<file path="config.mk">
export PLATFORM = sky130hd
export DESIGN_NAME = lenet_layer_sched_flat
export DESIGN_NICKNAME = d
export VERILOG_FILES = /design/src/rtl/lenet_pkg.sv /design/src/rtl/lenet_layer_sched_if.sv /design/src/rtl/lenet_bram_port_mux.sv /design/src/rtl/lenet_layer_sched.sv /design/src/flat_wrapper.sv
export SDC_FILE = /design/constraint.sdc
export NUM_CORES = 1
export LEC_CHECK = 0
export CORE_AREA = 2 2 134 136
export CTS_CLUSTER_SIZE = 8
export DETAILED_ROUTE_END_ITERATION = 8
export DIE_AREA = 0 0 136 138
export DONT_BUFFER_PORTS = 1
export GPL_TIMING_DRIVEN = 0
export MAX_ROUTING_LAYER = met4
export SETUP_SLACK_MARGIN = 0.02
export SLEW_MARGIN = 10
export SYNTH_ARGS = -nofsm -noshare
export SYNTH_HDL_FRONTEND = slang
export SYNTH_HIERARCHICAL = 1
export SYNTH_SLANG_ARGS = --single-unit
</file>
<file path="constraint.sdc">
create_clock -name clk -period 4.32 [get_ports clk]
set_input_delay 0.864 -clock clk [delete_from_list [all_inputs] [get_ports clk]]
set_output_delay 0.864 -clock clk [all_outputs]
set_load 0.02 [all_outputs]
</file>
<file path="src/rtl/lenet_pkg.sv">
// Shared definitions for the LeNet layer scheduler slice.
//   - default widths for the shared bias_weights / result BRAM ports
//   - layer index constants (engine run order)
//   - scheduler state encoding (one-hot)
package lenet_pkg;

    localparam int LENET_NUM_LAYERS = 6;
    localparam int LENET_DATA_SIZE  = 8;
    localparam int LENET_WADDR_W    = 19;
    localparam int LENET_RADDR_W    = 15;
    localparam int LENET_IDX_W      = 3;

    localparam int L_CONV1 = 0;
    localparam int L_POOL1 = 1;
    localparam int L_CONV2 = 2;
    localparam int L_POOL2 = 3;
    localparam int L_FC1   = 4;
    localparam int L_FC2   = 5;

    typedef enum logic [5:0] {
        S_IDLE   = 6'b000001,
        S_SEEK   = 6'b000010,
        S_LAUNCH = 6'b000100,
        S_RUN    = 6'b001000,
        S_DRAIN  = 6'b010000,
        S_DONE   = 6'b100000
    } sched_state_e;

endpackage

</file>
<file path="src/rtl/lenet_layer_sched_if.sv">
// Engine-side handshake and shared BRAM port A bundle of the layer scheduler.
//   master : the scheduler (drives layer_en and the BRAM port, reads engine requests)
//   slave  : the engines / BRAM side
//   layer_en / layer_finish      one bit per engine
//   eng_*                        per-engine BRAM requests, engine i at [i*W +: W]
//   bias_weights_bram_* / result_bram_*   muxed port A of the shared BRAMs
interface lenet_layer_sched_if
    import lenet_pkg::*;
#(
    parameter int NUM_LAYERS = LENET_NUM_LAYERS,
    parameter int DATA_SIZE  = LENET_DATA_SIZE,
    parameter int WADDR_W    = LENET_WADDR_W,
    parameter int RADDR_W    = LENET_RADDR_W
);

    logic [NUM_LAYERS-1:0]           layer_en;
    logic [NUM_LAYERS-1:0]           layer_finish;
    logic [NUM_LAYERS-1:0]           eng_bw_ena;
    logic [NUM_LAYERS*WADDR_W-1:0]   eng_bw_addra;
    logic [NUM_LAYERS-1:0]           eng_rs_ena;
    logic [NUM_LAYERS-1:0]           eng_rs_wea;
    logic [NUM_LAYERS*RADDR_W-1:0]   eng_rs_addra;
    logic [NUM_LAYERS*DATA_SIZE-1:0] eng_rs_dina;

    logic                            bias_weights_bram_ena;
    logic [WADDR_W-1:0]              bias_weights_bram_addra;
    logic                            result_bram_ena;
    logic                            result_bram_wea;
    logic [RADDR_W-1:0]              result_bram_addra;
    logic [DATA_SIZE-1:0]            result_bram_dina;

    modport master (
        output layer_en,
        output bias_weights_bram_ena, bias_weights_bram_addra,
        output result_bram_ena, result_bram_wea, result_bram_addra, result_bram_dina,
        input  layer_finish,
        input  eng_bw_ena, eng_bw_addra,
        input  eng_rs_ena, eng_rs_wea, eng_rs_addra, eng_rs_dina
    );

    modport slave (
        input  layer_en,
        input  bias_weights_bram_ena, bias_weights_bram_addra,
        input  result_bram_ena, result_bram_wea, result_bram_addra, result_bram_dina,
        output layer_finish,
        output eng_bw_ena, eng_bw_addra,
        output eng_rs_ena, eng_rs_wea, eng_rs_addra, eng_rs_dina
    );

endinterface

</file>
<file path="src/rtl/lenet_bram_port_mux.sv">
// N:1 combinational mux of one BRAM port A.
// The per-engine request is {ena, payload}; payload carries wea/addr/dina
// packed by the caller (just addr for a read-only port).
//   force_off  1 = port idle: ena=0, payload=0
//   sel        engine index to pass through
//   ena_in     per-engine ena, pay_in per-engine payload at [i*PW +: PW]
//   ena / pay  to the BRAM
module lenet_bram_port_mux #(
    parameter int N     = 6,
    parameter int PW    = 19,
    parameter int SEL_W = 3
) (
    input  logic             force_off,
    input  logic [SEL_W-1:0] sel,
    input  logic [N-1:0]     ena_in,
    input  logic [N*PW-1:0]  pay_in,
    output logic             ena,
    output logic [PW-1:0]    pay
);

    always_comb begin
        ena = 1'b0;
        pay = '0;
        if (!force_off && (int'(sel) < N)) begin
            ena = ena_in[sel];
            pay = pay_in[int'(sel)*PW +: PW];
        end
    end

endmodule

</file>
<file path="src/rtl/lenet_layer_sched.sv">
// Top-level sequencer for the LeNet engines (conv_1 .. fc_2).
// Runs the layers selected by layer_mask one at a time in index order using
// each engine's en/finish handshake, and hands the shared bias_weights and
// result BRAM port A to the active engine only.
//   start/abort/layer_mask   pass control (mask sampled when start is accepted)
//   busy/done/error          pass status; error is sticky until the next start
//   layer_idx                current or last layer
//   bus (master)             engine en/finish, engine BRAM requests, BRAM port A
//
// state    | meaning
// S_IDLE   | waiting for start
// S_SEEK   | pick lowest masked layer >= search pointer
// S_LAUNCH | raise that engine's en, clear watchdog
// S_RUN    | engine running; wait for finish or watchdog
// S_DRAIN  | en low for one cycle so the engine parks
// S_DONE   | one-cycle done pulse
module lenet_layer_sched
    import lenet_pkg::*;
#(
    parameter int NUM_LAYERS = LENET_NUM_LAYERS,
    parameter int DATA_SIZE  = LENET_DATA_SIZE,
    parameter int WADDR_W    = LENET_WADDR_W,
    parameter int RADDR_W    = LENET_RADDR_W,
    parameter int TIMEOUT_W  = 24
) (
    input  logic                   clk,
    input  logic                   rst,
    input  logic                   start,
    input  logic                   abort,
    input  logic [NUM_LAYERS-1:0]  layer_mask,
    output logic                   busy,
    output logic                   done,
    output logic                   error,
    output logic [LENET_IDX_W-1:0] layer_idx,
    lenet_layer_sched_if.master    bus
);

    localparam int RS_PW = 1 + RADDR_W + DATA_SIZE;
    // Last watchdog value before saturation: en stays high 2**TIMEOUT_W-1 cycles.
    localparam logic [TIMEOUT_W-1:0] WD_LAST = {{(TIMEOUT_W-1){1'b1}}, 1'b0};
    localparam logic [LENET_IDX_W-1:0] IDX_LAST = LENET_IDX_W'(NUM_LAYERS-1);

    sched_state_e             state_q, state_d;
    logic                     busy_q, busy_d;
    logic                     done_q, done_d;
    logic                     error_q, error_d;
    logic [LENET_IDX_W-1:0]   idx_q, idx_d;
    logic [LENET_IDX_W-1:0]   ptr_q, ptr_d;
    logic [NUM_LAYERS-1:0]    en_q, en_d;
    logic [NUM_LAYERS-1:0]    mask_q, mask_d;
    logic [TIMEOUT_W-1:0]     wd_q, wd_d;

    logic                     found;
    logic [LENET_IDX_W-1:0]   found_idx;

    // Descending scan so the lowest qualifying index is the one kept.
    always_comb begin
        found     = 1'b0;
        found_idx = '0;
        for (int i = NUM_LAYERS - 1; i >= 0; i--) begin
            if (mask_q[i] && (i >= int'(ptr_q))) begin
                found     = 1'b1;
                found_idx = LENET_IDX_W'(i);
            end
        end
    end

    always_comb begin
        state_d = state_q;
        busy_d  = busy_q;
        done_d  = 1'b0;
        error_d = error_q;
        idx_d   = idx_q;
        ptr_d   = ptr_q;
        en_d    = en_q;
        mask_d  = mask_q;
        wd_d    = wd_q;
        if ((state_q != S_IDLE) && abort) begin
            // abort wins over a finish arriving on the same edge
            state_d = S_IDLE;
            en_d    = '0;
            busy_d  = 1'b0;
            error_d = 1'b1;
        end else begin
            case (state_q)
                S_IDLE: begin
                    if (start && !abort) begin
                        mask_d  = layer_mask;
                        error_d = 1'b0;
                        busy_d  = 1'b1;
                        idx_d   = LENET_IDX_W'(L_CONV1);
                        ptr_d   = LENET_IDX_W'(L_CONV1);
                        state_d = S_SEEK;
                    end
                end
                S_SEEK: begin
                    if (found) begin
                        idx_d   = found_idx;
                        state_d = S_LAUNCH;
                    end else begin
                        done_d  = 1'b1;
                        state_d = S_DONE;
                    end
                end
                S_LAUNCH: begin
                    en_d        = '0;
                    en_d[idx_q] = 1'b1;
                    wd_d        = '0;
                    state_d     = S_RUN;
                end
                S_RUN: begin
                    // wd_q==0 is the first en-high cycle; a finish seen there is stale
                    if (bus.layer_finish[idx_q] && (wd_q != '0)) begin
                        en_d    = '0;
                        state_d = S_DRAIN;
                    end else if (wd_q == WD_LAST) begin
                        en_d    = '0;
                        error_d = 1'b1;
                        busy_d  = 1'b0;
                        state_d = S_IDLE;
                    end else begin
                        wd_d = wd_q + 1'b1;
                    end
                end
                S_DRAIN: begin
                    if (idx_q == IDX_LAST) begin
                        done_d  = 1'b1;
                        state_d = S_DONE;
                    end else begin
                        ptr_d   = idx_q + 1'b1;
                        state_d = S_SEEK;
                    end
                end
                S_DONE: begin
                    busy_d  = 1'b0;
                    state_d = S_IDLE;
                end
                default: begin
                    state_d = S_IDLE;
                    en_d    = '0;
                    busy_d  = 1'b0;
                end
            endcase
        end
    end

    always_ff @(posedge clk) begin
        if (rst) begin
            state_q <= S_IDLE;
            busy_q  <= 1'b0;
            done_q  <= 1'b0;
            error_q <= 1'b0;
            idx_q   <= '0;
            ptr_q   <= '0;
            en_q    <= '0;
            mask_q  <= '0;
            wd_q    <= '0;
        end else begin
            state_q <= state_d;
            busy_q  <= busy_d;
            done_q  <= done_d;
            error_q <= error_d;
            idx_q   <= idx_d;
            ptr_q   <= ptr_d;
            en_q    <= en_d;
            mask_q  <= mask_d;
            wd_q    <= wd_d;
        end
    end

    assign busy         = busy_q;
    assign done         = done_q;
    assign error        = error_q;
    assign layer_idx    = idx_q;
    assign bus.layer_en = en_q;

    // The engine keeps the port through DRAIN so a trailing write lands.
    logic port_off;
    assign port_off = !((state_q == S_RUN) || (state_q == S_DRAIN));

    lenet_bram_port_mux #(
        .N     (NUM_LAYERS),
        .PW    (WADDR_W),
        .SEL_W (LENET_IDX_W)
    ) u_bw_mux (
        .force_off (port_off),
        .sel       (idx_q),
        .ena_in    (bus.eng_bw_ena),
        .pay_in    (bus.eng_bw_addra),
        .ena       (bus.bias_weights_bram_ena),
        .pay       (bus.bias_weights_bram_addra)
    );

    logic [NUM_LAYERS*RS_PW-1:0] rs_pay_in;
    logic [RS_PW-1:0]            rs_pay;

    for (genvar g = 0; g < NUM_LAYERS; g++) begin : g_rs_pack
        assign rs_pay_in[g*RS_PW +: RS_PW] = {bus.eng_rs_wea[g],
                                              bus.eng_rs_addra[g*RADDR_W +: RADDR_W],
                                              bus.eng_rs_dina[g*DATA_SIZE +: DATA_SIZE]};
    end

    lenet_bram_port_mux #(
        .N     (NUM_LAYERS),
        .PW    (RS_PW),
        .SEL_W (LENET_IDX_W)
    ) u_rs_mux (
        .force_off (port_off),
        .sel       (idx_q),
        .ena_in    (bus.eng_rs_ena),
        .pay_in    (rs_pay_in),
        .ena       (bus.result_bram_ena),
        .pay       (rs_pay)
    );

    assign bus.result_bram_wea   = rs_pay[RS_PW-1];
    assign bus.result_bram_addra = rs_pay[RADDR_W+DATA_SIZE-1 -: RADDR_W];
    assign bus.result_bram_dina  = rs_pay[DATA_SIZE-1:0];

endmodule
</file>
<file path="src/flat_wrapper.sv">
// flat-port wrapper written by rule: the top's interface ports become plain ports
module lenet_layer_sched_flat import lenet_pkg::*;
#(
    parameter int NUM_LAYERS = LENET_NUM_LAYERS,
    parameter int DATA_SIZE  = LENET_DATA_SIZE,
    parameter int WADDR_W    = LENET_WADDR_W,
    parameter int RADDR_W    = LENET_RADDR_W,
    parameter int TIMEOUT_W  = 24
)
  (clk, rst, start, abort, layer_mask, busy, done, error, layer_idx, bus_layer_en, bus_bias_weights_bram_ena, bus_bias_weights_bram_addra, bus_result_bram_ena, bus_result_bram_wea, bus_result_bram_addra, bus_result_bram_dina, bus_layer_finish, bus_eng_bw_ena, bus_eng_bw_addra, bus_eng_rs_ena, bus_eng_rs_wea, bus_eng_rs_addra, bus_eng_rs_dina);
  lenet_layer_sched_if #(.NUM_LAYERS(NUM_LAYERS), .DATA_SIZE(DATA_SIZE), .WADDR_W(WADDR_W), .RADDR_W(RADDR_W)) bus_i ();
  input  logic clk;
  input  logic rst;
  input  logic start;
  input  logic abort;
  input  logic [NUM_LAYERS-1:0] layer_mask;
  output logic busy;
  output logic done;
  output logic error;
  output logic [LENET_IDX_W-1:0] layer_idx;
  output wire logic [$bits(bus_i.layer_en)-1:0] bus_layer_en;
  output wire logic [$bits(bus_i.bias_weights_bram_ena)-1:0] bus_bias_weights_bram_ena;
  output wire logic [$bits(bus_i.bias_weights_bram_addra)-1:0] bus_bias_weights_bram_addra;
  output wire logic [$bits(bus_i.result_bram_ena)-1:0] bus_result_bram_ena;
  output wire logic [$bits(bus_i.result_bram_wea)-1:0] bus_result_bram_wea;
  output wire logic [$bits(bus_i.result_bram_addra)-1:0] bus_result_bram_addra;
  output wire logic [$bits(bus_i.result_bram_dina)-1:0] bus_result_bram_dina;
  input wire logic [$bits(bus_i.layer_finish)-1:0] bus_layer_finish;
  input wire logic [$bits(bus_i.eng_bw_ena)-1:0] bus_eng_bw_ena;
  input wire logic [$bits(bus_i.eng_bw_addra)-1:0] bus_eng_bw_addra;
  input wire logic [$bits(bus_i.eng_rs_ena)-1:0] bus_eng_rs_ena;
  input wire logic [$bits(bus_i.eng_rs_wea)-1:0] bus_eng_rs_wea;
  input wire logic [$bits(bus_i.eng_rs_addra)-1:0] bus_eng_rs_addra;
  input wire logic [$bits(bus_i.eng_rs_dina)-1:0] bus_eng_rs_dina;
  assign bus_layer_en = bus_i.layer_en;
  assign bus_bias_weights_bram_ena = bus_i.bias_weights_bram_ena;
  assign bus_bias_weights_bram_addra = bus_i.bias_weights_bram_addra;
  assign bus_result_bram_ena = bus_i.result_bram_ena;
  assign bus_result_bram_wea = bus_i.result_bram_wea;
  assign bus_result_bram_addra = bus_i.result_bram_addra;
  assign bus_result_bram_dina = bus_i.result_bram_dina;
  assign bus_i.layer_finish = bus_layer_finish;
  assign bus_i.eng_bw_ena = bus_eng_bw_ena;
  assign bus_i.eng_bw_addra = bus_eng_bw_addra;
  assign bus_i.eng_rs_ena = bus_eng_rs_ena;
  assign bus_i.eng_rs_wea = bus_eng_rs_wea;
  assign bus_i.eng_rs_addra = bus_eng_rs_addra;
  assign bus_i.eng_rs_dina = bus_eng_rs_dina;
  lenet_layer_sched #(.NUM_LAYERS(NUM_LAYERS), .DATA_SIZE(DATA_SIZE), .WADDR_W(WADDR_W), .RADDR_W(RADDR_W), .TIMEOUT_W(TIMEOUT_W)) u_core (.clk(clk), .rst(rst), .start(start), .abort(abort), .layer_mask(layer_mask), .busy(busy), .done(done), .error(error), .layer_idx(layer_idx), .bus(bus_i));
endmodule
</file>
==> results.ini, run 1 <==
[global_routing]
grt_pass1_wl_um = 30900
antenna_found_initial = 14
grt_max_degree = 17
grt_pass1_vias = 4936
overflow = 0
grtUsageTotal_pct = 22.7

[placement]
port_buffers = 0
dp_hpwl_um = 18600
place_congestion = 0.914
place_area_um2 = 5800
post-place-ws_ns = 0.608

[cts]
clockRootBuffer = clkbuf_16
cts_tree = built
cts.sinks = 51
clkTransAtPathRegs_ns = 0.07
post_cts_resized = 0
clock_latency_ns = 0.29
clk_path_buf_depth = 2
postCtsHoldBufs = 0
postCtsSetupBuffers = 0
htree_levels = 2
cts_buffers = 5

[timing]
fin_ws_ns = 0.376
hold_viol = 0
slew_viol_final = 0
rsz0062_at_grt = false
post-route-period-util_pct = 91.3
period_minus_slack_ns = 3.94
fin_hold_ws_ns = 0.506
worst_pin_slew_ns = 0.934
max-slew-margin-rel_pct = 37.9
finalSetupViolCount = 0
finalSetupTns_ns = 0
fmax_ghz = 0.254
skew_ns = 0.00463

[final_layout]
layout_common_cells = 82 x mux2_2, 79 x a21oi_1, 72 x nand2_1
final_common_cell = mux2_2
final_cell_area_um2 = 6020
nets = 952
seq_area_um2 = 1020
multiInputGateArea_um2 = 4090
syn_to_final_growth_pct = 9.19
n_fill_cell = 1867
layout-drive-gt1-share_pct = 28.4

[worst_setup_path]
criticalPathCategory = reg2out
slowest_delay_ns = 0.72
critPathMostFrequentCell = nor2_1
crit_buf_inv = 2
path_cells = or4_1, buf_2, nor2_1, nor2_1, a21o_1, buf_6, a21oi_1
endpoint_kind = output pin
required_ns = 3.46
cp.arrival_ns = 3.08
crit_slowest_cell = a21oi_1
cp_top_family = compound AO/OA/AOI/OAI gates
cp_max_fo = 10
startpoint_type = flop

[yosys]
synth_top_flop_cell = dfxtp_1
synth-simple-area-share_pct = 18.3
synth_edf_count = 0
synthesis.nets = 945
avgSynthCellArea_um2 = 8.43
synthCells = 654
synthAdderAreaFrac_pct = 1.13
ys_seq_area_share_pct = 18.5
synth_compound_area_share_pct = 21.7
synth_top_family_by_area = multiplexers
synthMuxAreaShare_pct = 32.5
ys_ff_latch = 51
synth_cell_types = 58
syn_area_um2 = 5520
async_flop_share_pct = 0
synth_xor_area_share_pct = 0.476
synth_warnings = 6

[detailed_routing]
routed_wl_um = 22100
firstDrtPassIters = 5
routed-via-count = 5188
drc = 0
via_per_inst = 5.75
antenna_left = 0
wl_per_cell_um = 24.5
drtIter0Drc = 331

[die]
start_util_pct = 31.5
std_cell_rows = 49
dieArea_um2 = 18800
die_w_um = 136
ios = 343
core_area_um2 = 17500
die_y_um = 138

[job]
drv_cap = 0

[pwr]
powerDensity_nw_per_um2 = 227
leakage_nw = 2.00
vdd_drop_max_mv = 0.192

[run_status]
status = complete, no violations

[hold_path]
hold_class = reg2reg

-- registers in the layout, indices dropped and copies added (netlist names) --
register / cells
u_core/ptr_q: 3
u_core/wd_q: 24
u_core/busy: 1
u_core/mask_q: 6
u_core/state_q: 6
u_core/done: 1
u_core/bus.layer_en: 6
u_core/layer_idx: 3
u_core/error: 1
-- synthesized netlist by cell type (12+ instances only) --
cell type / n / area (um^2)
dfxtp_1: 51 / 1020
nand2_1: 72 / 270
a22oi_2: 12 / 150
nand3_1: 13 / 65.1
inv_1: 14 / 52.6
nand4_1: 13 / 81.3
a22oi_1: 34 / 255
nor2_1: 38 / 143
clkbuf_1: 13 / 48.8
or3_1: 19 / 119
a21oi_1: 79 / 395
o21ai_0: 24 / 120
mux2_4: 43 / 646
mux2_2: 82 / 923
buf_2: 14 / 70.1
-- layout make-up --
type | instances | share of cell area [%]
Clock inverter | 3 | 1.12
Clock buffer | 5 | 2.08
Multi-Input combinational cell | 540 | 67.8
Tap cell | 229 | 4.76
Buffer | 49 | 5.92
Antenna cell | 11 | 0.457
Sequential cell | 51 | 17.0
Inverter | 14 | 0.873
-- worst paths after layout --
kind	start	end	slack (ns)	cells past startpoint
hold / removal	u_core/mask_q[0]$_SDFFE_PP0P_	u_core/mask_q[0]$_SDFFE_PP0P_	0.51	2
setup reg to reg	u_core/layer_idx[1]$_SDFFE_PP0P_	u_core/wd_q[9]$_SDFFE_PP0P_	1.20	8
hold reg to reg	u_core/mask_q[0]$_SDFFE_PP0P_	u_core/mask_q[0]$_SDFFE_PP0P_	0.51	2
setup / recovery	u_core/state_q[1]$_SDFFE_PP0P_	bus_result_bram_addra[2]	0.38	7
-- through the flow --
stage | instances | power [mW] | util (%)
2_1_floorplan | 654 | 0.790 | -
3_3_place_gp | 883 | 0.853 | 33.1
3_5_place_dp | 883 | 0.854 | 33.1
4_1_cts | 891 | 1.37 | 34.2
5_1_grt | 902 | 1.43 | 34.3
6_report | 902 | 1.37 | 34.3
-- report_power, final --
group,switching [mW],internal [mW]
Sequential,0.0298,0.492
Clock,0.185,0.332
Combinational,0.170,0.156
Total,0.386,0.980
-- routing by layer --
layer	global-route usage [%]	routed length (um)	vias up
li1	-	-	2459
met1	30.6	10100	2440
met2	32.2	9550	275
met3	8.54	2190	14
met4	5.21	242	0
met5	-	0	-
-- worst reg2reg max path, delay by kind of cell, from the launching register on --
family	cells	cell delay, ns
AOI/OAI and AO/OA	3	0.98
DFF	1	0.69
and+or+nand+nor	2	0.41
muxes	1	0.25
buffers and inverters	2	0.73
-- cells by family (layout without fill, tap and decap cells) --
| kind of cell | Yosys count | in the layout |
|---|---|---|
| other cells | 0 | 11 |
| xor+xnor | 3 | 3 |
| flops | 51 | 51 |
| fa+ha+maj | 5 | 5 |
| buf+inv | 63 | 71 |
| compound gates | 181 | 181 |
| mux | 146 | 146 |
| simple gates | 205 | 205 |
Note: power is estimated with default switching activity, not from simulation.
==> run 2: changes to the inputs <==
--- a/config.mk
+++ b/config.mk
@@ -5,10 +5,10 @@
 export SDC_FILE = /design/constraint.sdc
 export NUM_CORES = 1
 export LEC_CHECK = 0
-export CORE_AREA = 2 2 134 136
+export CORE_AREA = 2 2 133 135
 export CTS_CLUSTER_SIZE = 8
 export DETAILED_ROUTE_END_ITERATION = 8
-export DIE_AREA = 0 0 136 138
+export DIE_AREA = 0 0 135 137
 export DONT_BUFFER_PORTS = 1
 export GPL_TIMING_DRIVEN = 0
 export MAX_ROUTING_LAYER = met4
@@ -16,5 +16,4 @@
 export SLEW_MARGIN = 10
 export SYNTH_ARGS = -nofsm -noshare
 export SYNTH_HDL_FRONTEND = slang
-export SYNTH_HIERARCHICAL = 1
 export SYNTH_SLANG_ARGS = --single-unit
==> run 2 against run 1 <==
  * Maximum frequency down 6.4%
  * First-iteration DRC count up 19%
  * Register-to-register slack better by 0.34 ns
  * Count of clock-buffer cells in the layout unchanged
  * Critical endpoint is now bus_result_bram_dina[3]
  * Largest cell class unchanged
==> results.ini, run 2 <==
[run_status]
status = complete, no violations  ; unchanged

[cts]
cts_tree = built  ; unchanged
htree_levels = 2  ; unchanged
clockRootBuffer = clkbuf_16  ; unchanged
cts.sinks = 51  ; unchanged
postCtsSetupBuffers = 0  ; unchanged
clock_latency_ns = 0.30  ; was 0.29 ns
post_cts_resized = 20  ; was 0
cts_buffers = 5  ; unchanged
clk_path_buf_depth = 2  ; unchanged
postCtsHoldBufs = 0  ; unchanged
clkTransAtPathRegs_ns = 0.07  ; about the same

[placement]
place_area_um2 = 4940  ; was 5800 um^2
dp_hpwl_um = 25400  ; was 18600 um
port_buffers = 0  ; unchanged
post-place-ws_ns = -0.137  ; was 0.608 ns
place_congestion = 0.984  ; was 0.914

[timing]
worst_pin_slew_ns = 0.909  ; was 0.934 ns
skew_ns = 0.00726  ; was 0.00463 ns
fmax_ghz = 0.237  ; was 0.254 GHz
slew_viol_final = 0  ; unchanged
hold_viol = 0  ; unchanged
max-slew-margin-rel_pct = 39.4  ; was 37.9%
post-route-period-util_pct = 97.5  ; was 91.3%
finalSetupViolCount = 0  ; unchanged
period_minus_slack_ns = 4.21  ; was 3.94 ns
fin_ws_ns = 0.109  ; was 0.376 ns
rsz0062_at_grt = false  ; unchanged

[final_layout]
fin_util_pct = 30.6  ; was 34.3%
nets = 920  ; was 952
layout-drive-gt1-share_pct = 9.52  ; was 28.4%
final_cell_area_um2 = 5220  ; was 6020 um^2
final_common_cell = mux2i_1  ; was mux2_2
regMostFlops = u_core.wd_q  ; was u_core/wd_q
largest_reg_flops = 24  ; unchanged
syn_to_final_growth_pct = 12.1  ; was 9.19%
n_fill_cell = 1891  ; was 1867
layout_common_cells = 58 x mux2i_1, 51 x o21ai_0, 51 x dfxtp_1  ; was 82 x mux2_2, 79 x a21oi_1, 72 x nand2_1

[yosys]
synth_warnings = 0  ; was 6
synthCells = 623  ; was 654
synth_top_area_cell = dfxtp_1  ; unchanged
syn_area_um2 = 4660  ; was 5520 um^2
synth_common_cells = 58 x mux2i_1, 51 x dfxtp_1, 51 x o21ai_0  ; was 82 x mux2_2, 79 x a21oi_1, 72 x nand2_1
ys_ff_latch = 51  ; unchanged
synth_top_flop_cell = dfxtp_1  ; unchanged
ys_seq_area_share_pct = 21.9  ; was 18.5%
synth_edf_count = 0  ; unchanged
synth.most_common_cell = mux2i_1  ; was mux2_2
async_flop_share_pct = 0  ; unchanged
synthesis.nets = 914  ; was 945
ys_top_cells_by_area = dfxtp_1 22%, mux2i_1 12%, o221ai_1 8.3%  ; was dfxtp_1 19%, mux2_2 17%, mux2_4 12%
avgSynthCellArea_um2 = 7.47  ; was 8.43 um^2
synth_top_cell_area_share_pct = 21.9  ; was 18.5%
synth_cell_types = 60  ; was 58

[job]
drv_cap = 0  ; unchanged

[pwr]
power.switching_uw = 277  ; was 386 uW
power.sequential.fraction_pct = 47.6  ; was 38.2%
p_total_mw = 1.02  ; was 1.37 mW
vdd_drop_max_mv = 0.137  ; was 0.192 mV
power_frac_comb_pct = 13.8  ; was 23.9%
leakage_nw = 1.49  ; was 2.00 nW
clock_power_share_pct = 38.6  ; was 37.9%
p_sw_share_pct = 27.2  ; was 28.2%
powerDensity_nw_per_um2 = 195  ; was 227 nW/um^2
internal-power_uw = 742  ; was 980 uW

[worst_setup_path]
endpoint_kind = output pin  ; unchanged
criticalPathCategory = reg2out  ; unchanged
startpoint_type = flop  ; unchanged
required_ns = 3.46  ; about the same
cp_max_fo = 10  ; unchanged
cp.arrival_ns = 3.35  ; was 3.08 ns

[detailed_routing]
antenna_left = 0  ; unchanged
routed-via-count = 5669  ; was 5188
drc = 0  ; unchanged
routed_wl_um = 30900  ; was 22100 um
firstDrtPassIters = 5  ; unchanged
wl_per_cell_um = 35.9  ; was 24.5 um
drtIter0Drc = 395  ; was 331
via_per_inst = 6.58  ; was 5.75

[die]
std_cell_rows = 48  ; was 49
ios = 343  ; unchanged
start_util_pct = 27.3  ; was 31.5%
core_area_um2 = 17100  ; was 17500 um^2
die_y_um = 137  ; was 138 um
dieArea_um2 = 18500  ; was 18800 um^2
die_w_um = 135  ; was 136 um

[global_routing]
grt_pass1_wl_um = 40200  ; was 30900 um
overflow = 0  ; unchanged
antenna_found_initial = 6  ; was 14
grt_pass1_vias = 5185  ; was 4936
grtUsageTotal_pct = 32.6  ; was 22.7%
grt_max_degree = 16  ; was 17

[hold_path]
hold_class = reg2reg  ; unchanged

-- run 2: changes by cell type after synthesis, sizes merged, moves of 45 or more --
cell,change
a21oi,-46
mux2,-134
mux2i,+48
nand2,-45
o22ai,+47
-- run 2: worst max-delay path, cell delays in order, from the launching register on --
cell      delay, ns
dfxtp_1        0.40
buf_4          0.22
clkbuf_2       0.28
nand3b_1       0.43
clkbuf_1       0.68
o22ai_1        0.35
nor3_1         0.66
-- run 2: power groups by stage --
stage	clock network (mW)	registers, mW	logic, mW
floorplan	0	0.494	0.100
global placement	0	0.496	0.135
detailed placement	0	0.496	0.135
CTS	0.397	0.485	0.136
global route	0.415	0.486	0.152
finish	0.393	0.486	0.141
-- run 2: logic make-up (layout without fill, tap and decap cells) --
kind of cell,count (synthesis),in the layout,share of synthesized area [%]
AOI/OAI and AO/OA,220,220,31.8
and+or+nand+nor,212,212,24.8
buffers and inverters,72,79,6.64
muxes,60,60,13.0
DFF,51,51,21.9
adders and majority gates,5,5,1.34
xor gates and xnor gates,3,3,0.564
other,0,6,0
-- run 2: layout make-up --
type                            instances  area, um^2  area share (%)
Antenna cell                            6        15.0           0.288
Tap cell                              225         282            5.39
Multi-Input combinational cell        500        3440            65.8
Clock buffer                            5         125            2.40
Sequential cell                        51        1020            19.6
Clock inverter                          3        15.0           0.288
Inverter                               13        48.8           0.935
Buffer                                 58         277            5.30
-- run 2: layer usage --
metal	share of wire [%]	global-route usage, %	vias to the layer above	wire, um
li1	-	-	2483	-
met1	42	41.8	2741	13000
met2	40	43.8	392	12400
met3	14	16.7	53	4360
met4	3.6	10.5	0	1120
met5	0	-	-	0
-- run 2: path summary, 6_finish.rpt --
kind | from | endpoint | slack [ns] | depth (start not counted)
hold reg to reg | u_core.mask_q[2]$_SDFFE_PP0P_ | u_core.mask_q[2]$_SDFFE_PP0P_ | 0.50 | 2
setup reg to reg | u_core.layer_idx[0]$_SDFFE_PP0P_ | u_core.wd_q[11]$_SDFFE_PP0P_ | 1.54 | 8
hold / removal | u_core.mask_q[2]$_SDFFE_PP0P_ | u_core.mask_q[2]$_SDFFE_PP0P_ | 0.50 | 2
setup / recovery | u_core.layer_idx[1]$_SDFFE_PP0P_ | bus_result_bram_dina[3] | 0.11 | 6
-- run 2: stage by stage --
stage                     cells  TNS, ns  hold WS, ns
final                       861        0        0.501
after global routing        861        0        0.515
after CTS                   855        0        0.500
after detailed placement    848   -0.204        0.488
after global placement      848   -0.136        0.474
after floorplan             623        0        0.457
